[config.mk]
export PLATFORM = sky130hd
export DESIGN_NAME = sat_counter
export DESIGN_NICKNAME = d
export VERILOG_FILES = /design/src/rtl/test_monitor_pkg.sv /design/src/rtl/sat_counter.sv
export SDC_FILE = /design/constraint.sdc
export NUM_CORES = 1
export LEC_CHECK = 0
export CAP_MARGIN = 20
export CORE_MARGIN = 1
export CORE_UTILIZATION = 40
export CTS_CLUSTER_SIZE = 40
export DETAILED_ROUTE_END_ITERATION = 12
export PLACE_DENSITY = 0.62
export SLEW_MARGIN = 20
export SYNTH_ARGS = -nofsm -noshare
export SYNTH_HDL_FRONTEND = slang
export SYNTH_SLANG_ARGS = --single-unit
[constraint.sdc]
create_clock -name clk -period 3.9 [get_ports clk]
set_clock_uncertainty 0.05 [all_clocks]
set_input_delay 0.39 -clock clk [delete_from_list [all_inputs] [get_ports clk]]
set_output_delay 0.39 -clock clk [all_outputs]
set_load 0.02 [all_outputs]
[src/rtl/test_monitor_pkg.sv]
// Shared types and constants for the test_monitor pass/fail and event bookkeeping block.
package test_monitor_pkg;

    localparam int STATE_W      = 2;
    localparam int FAIL_CAUSE_W = 2;

    typedef enum logic [STATE_W-1:0] {
        IDLE = 2'd0,
        RUN  = 2'd1,
        PASS = 2'd2,
        FAIL = 2'd3
    } mon_state_e;

    typedef enum logic [FAIL_CAUSE_W-1:0] {
        NONE     = 2'd0,
        MISMATCH = 2'd1,
        TIMEOUT  = 2'd2
    } fail_cause_e;

    function automatic logic is_final(input mon_state_e s);
        return (s == PASS) || (s == FAIL);
    endfunction

endpackage

[src/rtl/sat_counter.sv]
// Saturating event counter with sticky overflow flag; clr is a synchronous clear
// that the parent also drives from its reset.
module sat_counter
    import test_monitor_pkg::*;
#(
    parameter int CNT_WIDTH = 32
) (
    input  logic                 clk,
    input  logic                 clr,
    input  logic                 inc,
    output logic [CNT_WIDTH-1:0] value,
    output logic                 ovf
);

    localparam logic [CNT_WIDTH-1:0] MAX_VAL = '1;

    // An increment arriving at full scale is lost and recorded in ovf.
    always_ff @(posedge clk) begin
        if (clr) begin
            value <= '0;
            ovf   <= 1'b0;
        end else if (inc) begin
            if (value == MAX_VAL) begin
                ovf <= 1'b1;
            end else begin
                value <= value + CNT_WIDTH'(1);
            end
        end
    end

endmodule

==> results.tsv, run 1 <==
metric	value	unit
Final Cycle Share	65.3	%
Antenna Cells	0	
RSZ-0062 raised after global routing	no	
setup TNS	0	ps
Initial DRC Count	97	
multi-input logic area	1020	um^2
initial core utilization	42.7	%
Seq/Total Area, Yosys	37.8	%
Tmin final	2550	ps
Max Root-Sink Buffers	2	
outcome	complete, no violations	
Final Max Tran Viols	0	
DIE AREA	4630	um^2
Mapped Area	1750	um^2
total track usage	19.3	%
vias per cell	5.61	
largest net degree at the start of global routing	21	
synthesis-to-finish area growth	26.8	%
first-pass GRT wire length	6650	um
Worst-path clk slew	60	ps
Net Count, Synth	200	
clock root cell	clkbuf_8	
Netlist cell types	46	
gpl congestion	0.860	
DRT Pass-1 Iters	4	
Tightest Pin Transition	630	ps
fin nets	236	
syn avg cell area	8.91	um^2
Fillers	390	
EDFF count, synth	0	
asr flop ratio synth	0	%
Register Area	661	um^2
Port Buffers	35	
Hold-fix buffers, CTS	0	
post-CTS setup buffer count	0	
Mapped Cells	196	
placed cell area	2130	um^2
Setup-failing EPs final	0	
maximum vdd drop	0.000230	V
final hold vios	0	
Die Span Y	68.1	um
H-tree Lvls	2	
fin area	2210	um^2
gr ovfl total	0	
Setup Crit Path Kind	reg -> reg	
Max-cap violations	0	
initial antenna violation count	0	
Placed Cells incl. Taps	275	
leakage power	0.705	nW
Max FO, Critical Path	18	
share of cells above drive strength 1	11.2	%
Worst slew margin	57.9	%
I/O pin cnt	36	
final wirelength	4080	um
core box area	4090	um^2
WL/cell	14.5	um
DP Wirelength	2910	um
area leader, netlist	dfxtp_1	
fmax	0.393	GHz
CTS resizes	0	
Non-Filler Instances	282	
#FFs+latches synth	33	
worst hold path type	reg -> reg	
routed via count	1582	
top post-synthesis cells by count	dfxtp_1, nor2_1, a21oi_1	
synth top area cells	dfxtp_1, a21oi_1, nor2_1, xor2_1, o31ai_1	
TritonCTS Buffers	5	
yosys warns	0	
CTS tree	done	
row cnt	23	
CP startpoint kind	register	
clock sinks	33	
most common cell in the netlist	dfxtp_1	
Synth Flop Type	dfxtp_1	
WP data arrival	2660	ps
DIE WIDTH	68.1	um
pwr dens	281	nW/um^2
vias in the first global route	1458	
Detail Route Antenna Nets	0	
type of element capturing the critical path	register	
Worst-Skew Late Latency	280	ps
Worst Path Required	4010	ps
Post-route DRC	0	
Synth top area share	37.8	%
state kept, by name, summed over array words and instances (netlist names):
register	flops
value	32
ovf	1
routing by layer:
layer	up-vias	routed length [um]	GRT usage, %
li1	811	-	-
met1	728	1970	24.9
met4	0	44	5.47
met3	8	154	5.33
met2	35	1910	31.3
met5	-	0	0
cells in the final DEF, fill, tap and decap left out, types with 8 or more instances in the layout:
| cell type | netlist | routed |
|---|---|---|
| nand4_1 | 9 | 9 |
| dfxtp_1 | 33 | 33 |
| a21oi_1 | 19 | 19 |
| xor2_1 | 8 | 8 |
| or4_1 | 8 | 8 |
| clkdlybuf4s50_1 | 0 | 35 |
| or3_1 | 9 | 9 |
| o31ai_1 | 8 | 8 |
| nor2_1 | 22 | 22 |
| nand2_1 | 9 | 9 |
through the flow:
stage | hold WS, ps | power, mW | worst slack, ps | utilization (%)
floorplan | 506 | 0.362 | 1640 | -
global placement | 420 | 0.372 | 1390 | 52.1
detailed placement | 435 | 0.372 | 1290 | 52.1
CTS | 455 | 0.630 | 1310 | 54.2
global route | 484 | 0.648 | 1200 | 54.2
finish | 452 | 0.623 | 1350 | 54.2
worst paths after layout:
check	from	endpoint	slack [ps]	depth (start not counted)
setup reg to reg	value[0]	value[12]	1350	6
setup / recovery	value[0]	value[12]	1350	6
hold / removal	value[10]	value[10]	450	2
hold reg to reg	value[10]	value[10]	450	2
critical path, stage by stage, from the launching register on:
cell	delay [ps]
dfxtp_1	410
ha_1	250
nand3_1	120
or4_4	590
nor3_4	450
nand4bb_1	220
mux2_1	330
layout make-up:
cell class | instances | share of cell area, %
multi-input combinational | 149 | 46.1
tap | 50 | 2.82
clock buffer | 7 | 3.90
inverter | 7 | 1.19
timing repair buffer | 36 | 16.2
sequential | 33 | 29.8
report_power, final:
| part | total, mW | internal [mW] | switching, mW |
|---|---|---|---|
| clock | 0.259 | 0.140 | 0.119 |
| sequential | 0.342 | 0.339 | 0.00312 |
| combinational | 0.0220 | 0.00923 | 0.0128 |
cell families after synthesis:
kind of cell / Yosys count / share of synthesized area (%)
xor gates and xnor gates: 10 / 5.01
muxes: 2 / 1.22
AOI/OAI and AO/OA: 48 / 19.2
and+or+nand+nor: 88 / 32.3
buffers and inverters: 14 / 3.72
DFF: 33 / 37.8
adders and majority gates: 1 / 0.716
(Power assumes the default switching activity.)
==> inputs of run 2 (changes only) <==
==> constraint.sdc (replaced) <==
create_clock -name clk -period 2.4 [get_ports clk]
set_clock_uncertainty 0.05 [all_clocks]
set_input_delay 0.24 -clock clk [delete_from_list [all_inputs] [get_ports clk]]
set_output_delay 0.24 -clock clk [all_outputs]
set_load 0.02 [all_outputs]
==> results.tsv, run 2 (synthesized netlist as in run 1, its figures left out) <==
metric	value	unit	change
H-tree Lvls	2		unchanged
final wirelength	4300	um	+5.5%
Final Max Tran Viols	0		unchanged
TritonCTS Buffers	5		unchanged
Pint	758	uW	+55%
first-pass GRT wire length	7130	um	+7.2%
Bufs and invs on worst path	0		unchanged
Setup-failing EPs final	0		unchanged
crit-path leading delay family	simple AND/OR/NAND/NOR gates		
Worst path max stage delay	590	ps	about the same
Hold WS	441	ps	-11.5 ps
Max FO, Critical Path	5		-13
sequential share of power	57.1	%	+2.2 points
vias in the first global route	1593		+9.3%
fin nets	248		+5.1%
clock root cell	clkbuf_8		
initial core utilization	42.7	%	unchanged
commonest non-fill, non-tap cell in the layout	clkdlybuf4s50_1		
CTS tree	done		
reg2reg start	value[0]		
WL/cell	14.7	um	+1.5%
Top reg by flops	value		
CP max-delay cell	or4_4		
CP startpoint kind	register		
DIE AREA	4630	um^2	unchanged
Detail Route Antenna Nets	0		unchanged
CTS resizes	0		unchanged
final core utilization	56.1	%	+1.9 points
setup TNS	0	ps	unchanged
power share of the combinational group	4.0	%	+0.5 points
Hold-fix buffers, CTS	0		unchanged
Worst slew margin	74.2	%	+16 points
outcome	complete, no violations		
Max Root-Sink Buffers	2		unchanged
largest net degree at the start of global routing	19		-9.5%
synthesis-to-finish area growth	31.2	%	
switching power total	216	uW	+60%
Final Cycle Share	91.3	%	+26 points
clock sinks	33		unchanged
Worst Path Required	2570	ps	-1440 ps
Worst-path clk slew	60	ps	about the same
pwr dens	425	nW/um^2	+51%
Top Registers	value x32, ovf x1		
vias per cell	5.78		+3.1%
Initial DRC Count	90		-7.2%
Antenna Cells	0		unchanged
max reg flops	32		unchanged
DRT Pass-1 Iters	4		unchanged
post-CTS setup buffer count	0		unchanged
Setup Crit Path Kind	reg -> reg		
routed via count	1695		+7.1%
worst hold path type	reg -> reg		
core box area	4090	um^2	unchanged
Die Span Y	68.1	um	unchanged
worst-path cell chain	ha_1 > nand3_1 > or4_4 > o311a_4 > a41o_1 > a21oi_2		
RSZ-0062 raised after global routing	no		
WP data arrival	2360	ps	-300 ps
Port Buffers	35		unchanged
Tightest Pin Transition	384	ps	-247 ps
Max-cap violations	0		unchanged
share of cells above drive strength 1	15.6	%	+4.4 points
Worst-Skew Late Latency	280	ps	about the same
FF-to-FF setup slack	210	ps	-1150 ps
I/O pin cnt	36		unchanged
Tmin final	2190	ps	-354 ps
gpl congestion	0.745		-13%
total track usage	20.5	%	+1.2 points
Hold Crit Start	ovf		
fmax	0.456	GHz	+16%
leakage power	0.761	nW	+8.0%
Clock Power Share	38.9	%	-2.6 points
most frequent cells in the layout	clkdlybuf4s50_1, dfxtp_1, nor2_1		
maximum vdd drop	0.000318	V	+38%
row cnt	23		unchanged
type of element capturing the critical path	register		
gr ovfl total	0		unchanged
CP startpoint	value[0]		
DIE WIDTH	68.1	um	unchanged
Post-route DRC	0		unchanged
final hold vios	0		unchanged
DP Wirelength	3140	um	+7.6%
initial antenna violation count	0		unchanged
sw frac	22.1	%	+0.49 points
[run 2: cell types whose count changed in the layout (fill, tap and decap cells not counted), sizes merged]
cell / change
buf: +12
clkbuf: -2
clkinv: +1
[run 2: worst min-delay path: cells and delay by family, from the launching register on]
kind	cells	cell delay, ps
AOI/OAI and AO/OA	1	50
DFF	1	330
and+or+nand+nor	1	80
[run 2: final cells by class]
type / instances / area (um^2)
timing repair buffer: 48 / 448
fill: 373 / 1790
multi-input combinational: 149 / 1020
clock buffer: 5 / 68.8
sequential: 33 / 661
inverter: 7 / 26.3
clock inverter: 1 / 5.00
tap: 50 / 62.6
[run 2: final timing paths]
kind                to  depth (start not counted)
min                ovf                          2
max reg2reg  value[21]                          6
max          value[21]                          6
min reg2reg        ovf                          2
[run 2: per-layer routing]
layer | part of all wire (%) | track usage (%)
met5 | 0 | 0
met4 | 1.0 | 7.03
met3 | 4.2 | 4.17
met2 | 48 | 34.6
met1 | 46 | 25.7
[run 2: power groups by stage]
stage	logic (mW)	registers (mW)	clock network (mW)
after floorplan	0.0162	0.572	0
after global placement	0.0364	0.568	0
after detailed placement	0.0385	0.568	0
after CTS	0.0386	0.556	0.391
after global routing	0.0423	0.556	0.416
final	0.0386	0.556	0.379
[run 2: through the flow]
stage	power, mW	cell area [um^2]	instances	setup WS [ps]
floorplan	0.588	1750	196	137
global placement	0.604	2220	287	181
detailed placement	0.607	2220	287	142
CTS	0.985	2290	293	202
global route	1.02	2290	293	103
finish	0.974	2290	293	209
==> patch: new RTL, flow settings as in run 2 <==
Set the parameter `CNT_WIDTH` to 48 (it was 32).
--- a/src/rtl/sat_counter.sv
+++ b/src/rtl/sat_counter.sv
@@ -4,5 +4,5 @@
     import test_monitor_pkg::*;
 #(
-    parameter int CNT_WIDTH = 32
+    parameter int CNT_WIDTH = 48
 ) (
     input  logic                 clk,
Ports: changed (resized value); port bits go from 36 to 52. The function was not compared with the original's and may differ.
==> patch against run 2 <==
Final area up 63%; non-clock buffer count up 56; sequential power up 47%; critical path depth up 2; wire length up 87%; power up 41%; sequential cell count up 16; setup slack worse by 0.20 ns; count of clock-buffer cells in the layout up 2; area after synthesis up 50%.
==> patch: results (changes against run 2) <==
Synthesis
  • Mux contribution to synthesized area: 0.0211 (+0.00889)
  • Commonest cells post-synth: 49 x dfxtp_1, 43 x a21oi_1, 28 x nand2_1
  • Area share of xor/xnor cells in the synthesized design: 0.00335 (-0.0468)
  • Netlist cell types: 37 (-20%)
  • Compound-Gate Fraction of Synth Area: 0.195 (+0.00333)
  • Sequential area share after synthesis: 0.375 (-0.00292)

Timing
  • Rel. slew slack: 0.522 (-0.220)

Drt
  • Wire per inst: 16.2 microns (+11%)
  • Met2 wire length: 3730 microns (+79%)
  • Met3 wire len: 323 microns (+77%)
  • Vias per cell: 6.05 (+4.6%)
  • DRC marker count from the first detailed-route iteration: 222 (+150%)

Power
  • Worst IR drop on VDD: 0.266 mV (-16%)
  • Lkg Pwr: 1.16 nW (+53%)
  • Sequential power: 0.000817 W (+47%)
  • Switch share: 0.228 (+0.00645)

Placement
  • Final HPWL DP: 5600 microns (+79%)
  • Final Wtd Congestion: 0.854 (+15%)
  • PortBufs: 51 (+46%)

Finish
  • Top Registers: value x48, ovf x1
  • Layout cell share with drive strength beyond 1: 0.210 (+0.0531)
  • Layout Nets: 424 (+71%)

Global routing
  • GR Layer Usage met3: 0.0338 (-0.00787)
  • Met1 global-route usage: 0.331 (+0.0738)
  • Vias in the first global route: 2,615 (+64%)
  • Global Route Usage Sum: 0.228 (+0.0226)
  • Met2 GRT Util: 0.361 (+0.0151)
  • Largest net degree at the start of global routing: 39 (+20)
  • First-pass GRT wire length: 13,000 microns (+82%)

Critical path
  • Critical Path End: value[8]
  • Reg2reg path depth: 8 (+2)
  • CP arrival: 2.53 ns (+0.17 ns)
  • CP max stage delay: 0.62 ns (+0.03 ns)

Outcome
  • Run status: complete, no violations

Clock network
  • Clk_lat worst skew: 0.30 ns (+0.02 ns)
==> patch: through the flow <==
step,power [W],setup TNS (ns),setup WS [ns],util,cells
2_1_floorplan,0.000861,0,0.0125,-,325
3_3_place_gp,0.000882,0,0.0664,0.547,472
3_5_place_dp,0.000882,0,0.0423,0.547,472
4_1_cts,0.00138,0,0.0182,0.561,479
5_1_grt,0.00143,-0.184,-0.0457,0.594,497
6_report,0.00137,0,0.0108,0.594,497
==> patch: area by class of cell <==
class	count	area [sq um]
Tap cell	77	96.3
Multi-Input combinational cell	251	1590
Fill cell	580	2570
Timing Repair Buffer	104	941
Sequential cell	49	996
Inverter	9	33.8
Clock buffer	7	86.3
==> patch: timing repair <==
item / 4_1_cts / 5_1_grt
setup endpoints to repair: 0 / 16
resized for setup: 0 / 12
buffers inserted: 0 / 17
